## src/rtl/uart_prog_loader_if.sv

```systemverilog
`default_nettype none
// ============================================================================
// Module   : uart_prog_loader_if
// Brief    : Byte write port from the UART program loader into instruction memory.
// Revision : 1.0
// ============================================================================
interface uart_prog_loader_if #(
    parameter int ADDR_W = 5,
    parameter int DATA_W = 8
);
    logic [ADDR_W-1:0] prog_addr;
    logic [DATA_W-1:0] prog_data;
    logic              prog_we;

    modport master (output prog_addr, output prog_data, output prog_we);
    modport slave  (input  prog_addr, input  prog_data, input  prog_we);
endinterface
`default_nettype wire

```

## src/rtl/uart_prog_loader.sv

```systemverilog
`default_nettype none
// ============================================================================
// Module   : uart_prog_loader
// Brief    : UART 8N1 receiver plus frame loader that writes a program image
//            into instruction memory and holds the core in reset until it validates.
// Revision : 1.0
// ============================================================================
module uart_prog_loader #(
    parameter int          CLKS_PER_BIT = 217,
    parameter int          ADDR_W       = 5,
    parameter int          DATA_W       = 8,
    parameter logic [7:0]  SYNC_BYTE    = 8'hA5,
    parameter int          TIMEOUT_BITS = 64
) (
    input  wire logic            i_Clk,
    input  wire logic            i_Rst_n,
    input  wire logic            i_Rx,
    uart_prog_loader_if.master   prog,
    output logic                 o_Cpu_Rst,
    output logic                 o_Done,
    output logic                 o_Err
);
    localparam int CNT_W   = $clog2(CLKS_PER_BIT);
    localparam int LEN_W   = ADDR_W + 1;
    localparam int MAX_LEN = 2 ** ADDR_W;
    localparam int TO_CLKS = TIMEOUT_BITS * CLKS_PER_BIT;
    localparam int TO_W    = $clog2(TO_CLKS);

    localparam logic [CNT_W-1:0] C_HALF = CNT_W'(CLKS_PER_BIT / 2 - 1);
    localparam logic [CNT_W-1:0] C_FULL = CNT_W'(CLKS_PER_BIT - 1);
    localparam logic [TO_W-1:0]  C_TO   = TO_W'(TO_CLKS - 1);

    typedef enum logic [1:0] {RX_IDLE, RX_START, RX_DATA, RX_STOP} rx_state_t;
    typedef enum logic [2:0] {L_SYNC, L_LEN, L_DATA, L_CSUM, L_RUN} ld_state_t;

    // ---------------- RX front end ----------------
    logic             rx_meta_q, rx_sync_q, rx_prev_q;
    rx_state_t        rx_state_q, rx_state_d;
    logic [CNT_W-1:0] rx_cnt_q, rx_cnt_d;
    logic [2:0]       bit_idx_q, bit_idx_d;
    logic [7:0]       shift_q, shift_d;
    logic             rx_valid_q, rx_valid_d;
    logic             frame_err_q, frame_err_d;

    always_comb begin
        rx_state_d  = rx_state_q;
        rx_cnt_d    = rx_cnt_q;
        bit_idx_d   = bit_idx_q;
        shift_d     = shift_q;
        rx_valid_d  = 1'b0;
        frame_err_d = 1'b0;
        case (rx_state_q)
            RX_IDLE: begin
                rx_cnt_d  = '0;
                bit_idx_d = '0;
                if (rx_prev_q && !rx_sync_q) rx_state_d = RX_START;
            end
            RX_START: begin
                if (rx_cnt_q == C_HALF) begin
                    rx_cnt_d   = '0;
                    // A line that is high again at mid-bit was only a glitch.
                    rx_state_d = rx_sync_q ? RX_IDLE : RX_DATA;
                end else begin
                    rx_cnt_d = rx_cnt_q + 1'b1;
                end
            end
            RX_DATA: begin
                if (rx_cnt_q == C_FULL) begin
                    rx_cnt_d  = '0;
                    shift_d   = {rx_sync_q, shift_q[7:1]};
                    bit_idx_d = bit_idx_q + 1'b1;
                    if (bit_idx_q == 3'd7) rx_state_d = RX_STOP;
                end else begin
                    rx_cnt_d = rx_cnt_q + 1'b1;
                end
            end
            RX_STOP: begin
                if (rx_cnt_q == C_FULL) begin
                    rx_state_d  = RX_IDLE;
                    rx_valid_d  = rx_sync_q;
                    frame_err_d = !rx_sync_q;
                end else begin
                    rx_cnt_d = rx_cnt_q + 1'b1;
                end
            end
            default: rx_state_d = RX_IDLE;
        endcase
    end

    always_ff @(posedge i_Clk or negedge i_Rst_n) begin
        if (!i_Rst_n) begin
            rx_meta_q   <= 1'b1;
            rx_sync_q   <= 1'b1;
            rx_prev_q   <= 1'b1;
            rx_state_q  <= RX_IDLE;
            rx_cnt_q    <= '0;
            bit_idx_q   <= '0;
            shift_q     <= '0;
            rx_valid_q  <= 1'b0;
            frame_err_q <= 1'b0;
        end else begin
            rx_meta_q   <= i_Rx;
            rx_sync_q   <= rx_meta_q;
            rx_prev_q   <= rx_sync_q;
            rx_state_q  <= rx_state_d;
            rx_cnt_q    <= rx_cnt_d;
            bit_idx_q   <= bit_idx_d;
            shift_q     <= shift_d;
            rx_valid_q  <= rx_valid_d;
            frame_err_q <= frame_err_d;
        end
    end

    // ---------------- Loader FSM ----------------
    ld_state_t         state_q, state_d;
    logic [LEN_W-1:0]  cnt_q, cnt_d, len_q, len_d;
    logic [7:0]        sum_q, sum_d;
    logic [ADDR_W-1:0] addr_q, addr_d;
    logic [DATA_W-1:0] data_q, data_d;
    logic              we_q, we_d, err_q, err_d, done_q, done_d, cpu_rst_q, cpu_rst_d;
    logic [TO_W-1:0]   timer_q, timer_d;
    logic              in_frame, timeout, abort;

    assign in_frame = (state_q == L_LEN) || (state_q == L_DATA) || (state_q == L_CSUM);
    assign timeout  = in_frame && (timer_q == C_TO);
    assign abort    = frame_err_q || timeout;

    always_comb begin
        state_d = state_q;
        cnt_d   = cnt_q;
        len_d   = len_q;
        sum_d   = sum_q;
        addr_d  = addr_q;
        data_d  = data_q;
        we_d    = 1'b0;
        err_d   = err_q;
        timer_d = (rx_valid_q || !in_frame) ? '0 : timer_q + 1'b1;
        case (state_q)
            L_SYNC, L_RUN: begin
                if (rx_valid_q && shift_q == SYNC_BYTE) begin
                    state_d = L_LEN;
                    err_d   = 1'b0;
                    cnt_d   = '0;
                    sum_d   = '0;
                end
            end
            L_LEN: begin
                if (rx_valid_q) begin
                    if (shift_q == 8'd0 || int'(shift_q) > MAX_LEN) begin
                        err_d   = 1'b1;
                        state_d = L_SYNC;
                    end else begin
                        len_d   = LEN_W'(shift_q);
                        sum_d   = shift_q;
                        state_d = L_DATA;
                    end
                end else if (abort) begin
                    err_d   = 1'b1;
                    state_d = L_SYNC;
                end
            end
            L_DATA: begin
                if (rx_valid_q) begin
                    we_d   = 1'b1;
                    addr_d = cnt_q[ADDR_W-1:0];
                    data_d = DATA_W'(shift_q);
                    sum_d  = sum_q + shift_q;
                    cnt_d  = cnt_q + 1'b1;
                    if (cnt_q + 1'b1 == len_q) state_d = L_CSUM;
                end else if (abort) begin
                    err_d   = 1'b1;
                    state_d = L_SYNC;
                end
            end
            L_CSUM: begin
                if (rx_valid_q) begin
                    if (shift_q == sum_q) begin
                        state_d = L_RUN;
                    end else begin
                        err_d   = 1'b1;
                        state_d = L_SYNC;
                    end
                end else if (abort) begin
                    err_d   = 1'b1;
                    state_d = L_SYNC;
                end
            end
            default: state_d = L_SYNC;
        endcase
        // Core release and done both track entry into / exit from L_RUN one cycle later.
        cpu_rst_d = (state_d != L_RUN);
        done_d    = (state_d == L_RUN);
    end

    always_ff @(posedge i_Clk or negedge i_Rst_n) begin
        if (!i_Rst_n) begin
            state_q   <= L_SYNC;
            cnt_q     <= '0;
            len_q     <= '0;
            sum_q     <= '0;
            addr_q    <= '0;
            data_q    <= '0;
            we_q      <= 1'b0;
            err_q     <= 1'b0;
            done_q    <= 1'b0;
            cpu_rst_q <= 1'b1;
            timer_q   <= '0;
        end else begin
            state_q   <= state_d;
            cnt_q     <= cnt_d;
            len_q     <= len_d;
            sum_q     <= sum_d;
            addr_q    <= addr_d;
            data_q    <= data_d;
            we_q      <= we_d;
            err_q     <= err_d;
            done_q    <= done_d;
            cpu_rst_q <= cpu_rst_d;
            timer_q   <= timer_d;
        end
    end

    assign prog.prog_addr = addr_q;
    assign prog.prog_data = data_q;
    assign prog.prog_we   = we_q;
    assign o_Cpu_Rst      = cpu_rst_q;
    assign o_Done         = done_q;
    assign o_Err          = err_q;
endmodule
`default_nettype wire

```

## src/flat_wrapper.sv

```systemverilog
// flat-port wrapper written by rule: the top's interface ports become plain ports
module uart_prog_loader_flat 
#(
    parameter int          CLKS_PER_BIT = 217,
    parameter int          ADDR_W       = 5,
    parameter int          DATA_W       = 8,
    parameter logic [7:0]  SYNC_BYTE    = 8'hA5,
    parameter int          TIMEOUT_BITS = 64
)
  (i_Clk, i_Rst_n, i_Rx, o_Cpu_Rst, o_Done, o_Err, prog_prog_addr, prog_prog_data, prog_prog_we);
  uart_prog_loader_if #(.ADDR_W(ADDR_W), .DATA_W(DATA_W)) prog_i ();
  input  wire logic i_Clk;
  input  wire logic i_Rst_n;
  input  wire logic i_Rx;
  output logic o_Cpu_Rst;
  output logic o_Done;
  output logic o_Err;
  output wire logic [$bits(prog_i.prog_addr)-1:0] prog_prog_addr;
  output wire logic [$bits(prog_i.prog_data)-1:0] prog_prog_data;
  output wire logic [$bits(prog_i.prog_we)-1:0] prog_prog_we;
  assign prog_prog_addr = prog_i.prog_addr;
  assign prog_prog_data = prog_i.prog_data;
  assign prog_prog_we = prog_i.prog_we;
  uart_prog_loader #(.CLKS_PER_BIT(CLKS_PER_BIT), .ADDR_W(ADDR_W), .DATA_W(DATA_W), .SYNC_BYTE(SYNC_BYTE), .TIMEOUT_BITS(TIMEOUT_BITS)) u_core (.i_Clk(i_Clk), .i_Rst_n(i_Rst_n), .i_Rx(i_Rx), .prog(prog_i), .o_Cpu_Rst(o_Cpu_Rst), .o_Done(o_Done), .o_Err(o_Err));
endmodule
```

## config.mk

```make
export PLATFORM = sky130hd
export DESIGN_NAME = uart_prog_loader_flat
export DESIGN_NICKNAME = d
export VERILOG_FILES = /design/src/rtl/uart_prog_loader_if.sv /design/src/rtl/uart_prog_loader.sv /design/src/flat_wrapper.sv
export SDC_FILE = /design/constraint.sdc
export NUM_CORES = 1
export LEC_CHECK = 0
export BUFFER_PORTS_ARGS = -buffer_cell sky130_fd_sc_hd__buf_2
export CAP_MARGIN = 10
export CORE_MARGIN = 2
export CORE_UTILIZATION = 30
export CTS_CLUSTER_DIAMETER = 200
export CTS_CLUSTER_SIZE = 10
export DETAILED_ROUTE_END_ITERATION = 10
export HOLD_SLACK_MARGIN = 0.08
export PLACE_DENSITY = 0.46
export RECOVER_POWER = 50
export SETUP_SLACK_MARGIN = 0.5
export SLEW_MARGIN = 20
export SYNTH_ARGS = -nofsm -noshare
export SYNTH_HDL_FRONTEND = slang
export SYNTH_SLANG_ARGS = --single-unit
export TNS_END_PERCENT = 20
```

## constraint.sdc

```tcl
create_clock -name i_Clk -period 1.97 [get_ports i_Clk]
set_input_delay 0.394 -clock i_Clk [delete_from_list [all_inputs] [get_ports i_Clk]]
set_output_delay 0.394 -clock i_Clk [all_outputs]
set_load 0.1 [all_outputs]
```

# --- Yosys cells after proc, flatten, opt, wreduce, memory -nomap -nowiden ---
# Index checks and enable logic that the tools add are counted.
op_classes:
  n_addsub: 5
  order_cmp: 1
  n_eq_ne: 29
  n_mux: 45
  bitwise_logic: 1
  reduce_logical: 26
op_table:
  columns: ["cell", "count"]
  rows:
  - ["$mux 8", 7]
  - ["$pmux 8 s4", 1]
  - ["$mux 3", 8]
  - ["$pmux 8 s3", 1]
  - ["$eq 8x8->1 const B", 2]
  - ["$ne 2x1->1 const B", 8]
  - ["$reduce_and 5->1", 3]
  - ["$add 14x1->14 const B", 1]
  - ["$eq 14x14->1 const B", 1]
  - ["$mux 14", 1]
  - ["$mux 2", 7]
  - ["$mux 1", 13]
  - ["$mux 6", 2]
  - ["$pmux 3 s4", 1]
  - ["$pmux 6 s2", 1]
  - ["$eq 3x3->1 const B", 3]
  - ["$ne 3x3->1 const B", 3]
  - ["$add 8x1->8 const B", 1]
  - ["$add 8x8->8", 1]
  - ["$eq 8x7->1 const B", 1]
  - ["$eq 8x8->1", 1]
  - ["$gt 8x6->1 const B", 1]
  - ["$logic_not 8->1", 1]
  - ["$pmux 2 s4", 1]
  - ["22 further kinds", 37]
totals:
  ff_bits: 80
  input_bits: 3
  output_inout_bits: 17
  word_cells: 127

# --- Logic depth before layout (Yosys ltp) ---
logic_depth:
  ltp_word: 9
  mapped_depth: 9
  depth_no_buf: 8

# --- Least setup slack after synthesis ---
# No wires, ideal clock.
synth_timing:
  kind: "reg-to-reg"
  startpoint: "reg u_core.rx_cnt_q[0]"
  endpoint: "reg u_core.shift_q[0]"
  setup_time_ns: 0.125
  arrival_time_ns: 1.887
  required_time_ns: 1.845
  path_slack_ns: -0.041
  stages_incl_launch_ff: 10
  synth_period_minus_slack_ns: 2.011
  path_cell_list: "dfrtp_1 inv_1 ha_1 nand4b_1 or2_1 clkbuf_1 nor2_1 and2_1 buf_2 mux2_2"
synth_via:
  elab_chain_cells: 2
synth_lines:
  columns: ["element", "line", "source"]
  rows:
  - ["start: declaration", "uart_prog_loader.sv:39", "logic [CNT_W-1:0] rx_cnt_q, rx_cnt_d;"]
  - ["start signal: assignment", "uart_prog_loader.sv:106", "rx_cnt_q <= rx_cnt_d;"]
  - ["$eq 8x8->1", "uart_prog_loader.sv:68", "if (rx_cnt_q == C_FULL) begin"]
  - ["$reduce_and 2->1 (no line)", null, null]
  - ["end signal: assignment", "uart_prog_loader.sv:108", "shift_q <= shift_d;"]
  - ["end: declaration", "uart_prog_loader.sv:41", "logic [7:0] shift_q, shift_d;"]
# No other way between the ends.
# A chain may end at the register's enable or synchronous reset.

# --- Final worst setup path ---
layout_timing:
  startpoint: "reg u_core.shift_q[1]"
  endpoint: "reg u_core.cnt_q[5]"
layout_via:
  elab_chain_cells: 4
layout_lines:
  columns: ["element", "line", "source"]
  rows:
  - ["$eq 8x8->1", "uart_prog_loader.sv:140", "if (rx_valid_q && shift_q == SYNC_BYTE) begin"]
  - ["$logic_and 1x1->1", "uart_prog_loader.sv:140", null]
  - ["$ne 2x1->1 (no line)", null, null]
  - ["$reduce_and 3->1 (no line)", null, null]
  - ["end signal: assignment", "uart_prog_loader.sv:210", "cnt_q <= cnt_d;"]
  - ["end: declaration", "uart_prog_loader.sv:116", "logic [LEN_W-1:0] cnt_q, cnt_d, len_q, len_d;"]
# No other way between the ends.

==> results <==
- The number of warning messages in the yosys log is 0.
- The distinct cell type count after synthesis is 57.
- The first-pass GRT wire length is 15,700 um.
- The instance count of the mapped netlist is between 400 and 500.
- The HPWL after detailed placement is about 6400 um.
- After detailed routing, no signal wire sits above met4.
- The run finished with clean final reports.
- Detailed routing inserted a total of 3,037 vias.
- The highest net fanout along the worst path is 6.
- The final count of pins violating max slew is 0.
- The largest family of logic cells by synthesized area is simple AND/OR/NAND/NOR gates.
- For the finished layout, the period the worst path requires is roughly 1900 ps.
- The cell at the root of the clock tree is sky130_fd_sc_hd__clkbuf_16.
- The critical path in this run is classified as reg -> reg.
- The final critical path takes up 97.7% of the cycle.
- Net switching is about a quarter of the power.
- Using the TritonRoute via totals, the vias-per-cell ratio works out to 4.69.
- After detailed routing, the average wire length per cell comes to 14.2 um.
- In the synthesized netlist the dominant register cell turns out to be sky130_fd_sc_hd__dfrtp_1.
- The number of maximum-capacitance constraint violations is 0.
- The part of the power in registers is 46.4%.
- The final design utilization is 39.6%.
- After synthesis the netlist holds a flip-flop and latch count of 80.
- The proportion of register bits with asynchronous set or reset after synthesis is 100%.
- The count of buffers added on input and output ports is 19.
- The number of top-level pins is 20.
- Combinational logic is responsible for around 8.4% of the overall power.
- The net count of the finished layout is 483.
- Wires add up to 9190 um.
- The analysis attributes to cell leakage a power of about 2.4 nW.
- Summing the areas of all and, or, nand and nor instances in the mapped netlist gives about a fifth of the synthesized area.
- For the worst setup path, the data required time is roughly 2200 ps.
- Across the VDD grid, the largest voltage drop is approximately 0.48 mV.
- The total clock buffers created by CTS is 9.
- The number of hold-slack violations in the final timing report is 0.
- The wire length on met2 is 4390 um.
- The wire length on met1 is 4440 um.
- The fraction of the mapped netlist area in compound gates is 12.5%.
- On the final layout, the worst hold slack is 158 ps.
- The fraction of the mapped netlist area in adder cells is 4.49%.
- The internal power is ~2.9 mW.
- In this run the worst hold path is classified as in -> reg.
- The clock network accounts for 45.2% of the total power.
- For this run, the top clock speed supported by timing is 519 MHz.
- The number of flops mapped to enable cells by yosys is 0.
- Sequential elements use 49.3% of the synthesized area.
- STA classifies the critical path endpoint as a flip-flop.
- The multiplexer share of the synthesized area is 4.37%.
- A synthesized cell averages 10.0 sq um.
- The fraction of final layout cells sized beyond drive strength 1 is 29.1%.
- The number of global-route vias before repair came to 3,130.
- The site row count is 42.
- The count of unresolved DRC violations after routing is 0.
- The core footprint is 13,200 sq um.
- The pin slew with the least headroom to its limit is 623 ps.
- The repair_antennas step left the layout with diodes totalling 0.
- The first detailed-routing pass ran for 4 iterations.
- Setup repair after global routing could not meet its margin everywhere.
- The remaining number of nets flagged by the antenna check after routing is 0.
- The H-tree level count is 3.
- The deepest clock path buffer count is 2.
- The headroom to the max-slew limit is 58.4%.
- The initial core utilization is a little under a third.
- After synthesis the cells add up to 4070 sq um.
- The later pin in the worst-skew pair is clocked with a latency of 340 ps.
- The worst setup path is launched from a flip-flop.
- For this design the ratio of total power to cell area is 719 nW/um^2.
- After clock tree synthesis, the clock-pin slew on the worst setup and hold paths is 60 ps.
- The detailed route wirelength on metal3 is 269 um.
- Summed over all nets, the switching power comes to 0.877 mW.
- The die is 120 um wide.
- The congestion estimate from routability-driven global placement came to slightly above 0.8.
- The final cell area excluding filler cells is roughly 5200 sq um.
- The total overflow reported by the global router is 0.
- The total power is 3.77 mW.
- The floorplan step set the die height to 120 um.
- Setup violations remaining at the end of the flow were counted as 0.
- Entering global routing, the biggest net connects 42 pins.
- The arrival time of data at the critical path endpoint is 2150 ps.
- Global routing used 13.7% of the available tracks across all layers.
- The placement-stage cell area is 4610 sq um.
- The number of nets handed over by synthesis was 424.
- The number of antenna violations at the first check in global routing came to 0.
- Relative to the synthesized area, the layout overhead comes to 28.9%.
- The iteration-0 DRC count of the detailed router is 131.
- TritonCTS built the clock tree.
- The die area is 14,500 sq um.
- Clock skew on the completed layout was measured at 5.62 ps.
- For this design, the sink count on the clock tree is 80.
- After Yosys synthesis, XOR and XNOR cells account for a little under 6% of the synthesized area.
## routing by layer
layer	global-route usage, %	vias up
met5	0	-
met4	2.91	0
met3	4.10	7
met2	22.6	32
met1	17.8	1466
li1	-	1532
## cell usage after synthesis, drive strengths merged, types with 12 or more instances
master / n / share of area (%)
nand2: 62 / 5.7
clkbuf: 13 / 1.2
nand3: 15 / 1.8
ha: 13 / 4.0
inv: 15 / 1.4
and3: 12 / 1.8
o21ai: 22 / 2.8
nor2: 33 / 3.1
xor2: 15 / 3.2
a21oi: 16 / 2.0
xnor2: 12 / 2.6
mux2: 14 / 3.9
dfrtp: 76 / 47
## critical path, stage by stage (launching register included)
cell	delay, ps
sky130_fd_sc_hd__dfrtp_1	380
sky130_fd_sc_hd__or3_4	430
sky130_fd_sc_hd__or4_4	460
sky130_fd_sc_hd__a21boi_4	260
sky130_fd_sc_hd__o21ai_2	80
sky130_fd_sc_hd__a32o_1	200
## cells by family after synthesis
| kind of cell | Yosys count |
|---|---|
| AND/OR/NAND/NOR | 165 |
| AO/OA/AOI/OAI | 73 |
| multiplexers | 16 |
| flip-flops | 80 |
| buffers and inverters | 32 |
| adder cells (fa/ha/maj) | 14 |
| XOR/XNOR | 27 |
## power by group through the flow
| stage | registers (mW) | logic (mW) | clock network, mW |
|---|---|---|---|
| CTS | 1.74 | 0.239 | 1.78 |
| global placement | 1.77 | 0.233 | 0 |
| detailed placement | 1.77 | 0.236 | 0 |
| finish | 1.75 | 0.316 | 1.71 |
| floorplan | 1.77 | 0.126 | 0 |
| global route | 1.76 | 0.354 | 1.85 |
## timing repair
item,4_1_cts,5_1_grt
cloned,0,0
buffers inserted,3,6
hold endpoints to repair,18,0
pin swaps,12,17
hold buffers,1,0
endpoints found under the setup margin,76,93
resized for setup,21,36
## registers in the layout, indices dropped and copies added, names as in the netlist, named ones only
| name | count |
|---|---|
| u_core.bit_idx_q | 3 |
| u_core.cnt_q | 6 |
| u_core.frame_err_q | 1 |
| u_core.len_q | 6 |
| u_core.o_Cpu_Rst | 1 |
| u_core.o_Done | 1 |
| u_core.o_Err | 1 |
| u_core.prog.prog_addr | 5 |
| u_core.prog.prog_data | 8 |
| u_core.prog.prog_we | 1 |
| u_core.rx_cnt_q | 8 |
| u_core.rx_meta_q | 1 |
| u_core.rx_prev_q | 1 |
| u_core.rx_state_q | 1 |
| u_core.rx_sync_q | 1 |
| u_core.rx_valid_q | 1 |
| u_core.shift_q | 8 |
| u_core.state_q | 3 |
| u_core.sum_q | 8 |
| u_core.timer_q | 14 |
## path summary, 6_finish.rpt
kind                              startpoint  cells after the start  slack (ps)                        to
max in group asynchronous            i_Rst_n                      3         280         u_core.shift_q[5]
min in group asynchronous            i_Rst_n                      2         600  u_core.prog.prog_addr[3]
setup / recovery           u_core.shift_q[1]                      5          40           u_core.cnt_q[5]
hold / removal                          i_Rx                      1         160          u_core.rx_meta_q
hold reg to reg             u_core.rx_meta_q                      0         360          u_core.rx_sync_q
setup reg to reg           u_core.shift_q[1]                      5          40           u_core.cnt_q[5]
## through the flow
stage	TNS, ps	worst slack, ps	cells
6_report	0	44.4	647
5_1_grt	-31.1	-16.4	647
4_1_cts	0	47.1	641
3_5_place_dp	0	25.2	621
3_3_place_gp	0	46.2	621
2_1_floorplan	0	70.3	407
## cell usage in the layout, fill, tap and decap left out, types with 3 or more instances in the layout
cell	synthesis	routed
sky130_fd_sc_hd__dfstp_2	4	3
sky130_fd_sc_hd__a21oi_1	16	13
sky130_fd_sc_hd__ha_1	13	4
sky130_fd_sc_hd__a32o_1	5	5
sky130_fd_sc_hd__a22oi_1	3	3
sky130_fd_sc_hd__xnor2_1	12	12
sky130_fd_sc_hd__clkbuf_2	0	3
sky130_fd_sc_hd__a22o_1	6	6
sky130_fd_sc_hd__ha_4	0	8
sky130_fd_sc_hd__mux2_4	0	12
sky130_fd_sc_hd__and3_1	12	12
sky130_fd_sc_hd__nand3b_1	4	4
sky130_fd_sc_hd__o21ai_1	3	6
sky130_fd_sc_hd__nand3_1	15	15
sky130_fd_sc_hd__a21o_1	6	6
sky130_fd_sc_hd__inv_1	15	12
sky130_fd_sc_hd__nand2b_1	5	5
sky130_fd_sc_hd__o21ai_0	18	14
sky130_fd_sc_hd__buf_6	0	6
sky130_fd_sc_hd__inv_2	0	3
sky130_fd_sc_hd__nor2_1	32	31
sky130_fd_sc_hd__a21oi_2	0	3
sky130_fd_sc_hd__xor2_1	15	15
sky130_fd_sc_hd__nand2_1	62	62
sky130_fd_sc_hd__dfrtp_1	76	74
sky130_fd_sc_hd__buf_2	3	17
sky130_fd_sc_hd__nor3_1	6	6
sky130_fd_sc_hd__clkbuf_16	0	9
sky130_fd_sc_hd__buf_4	1	37
sky130_fd_sc_hd__or3_1	5	5
## final cells by class
cell class	instances	area, sq um
clock buffers	11	253
clock inverters	5	55.1
fillers	1340	8000
inverters	15	56.3
multi-input cells	295	2190
flip-flops and latches	80	2010
well taps	176	220
repair buffers	65	463
Note: power is estimated with default switching activity, not from simulation.
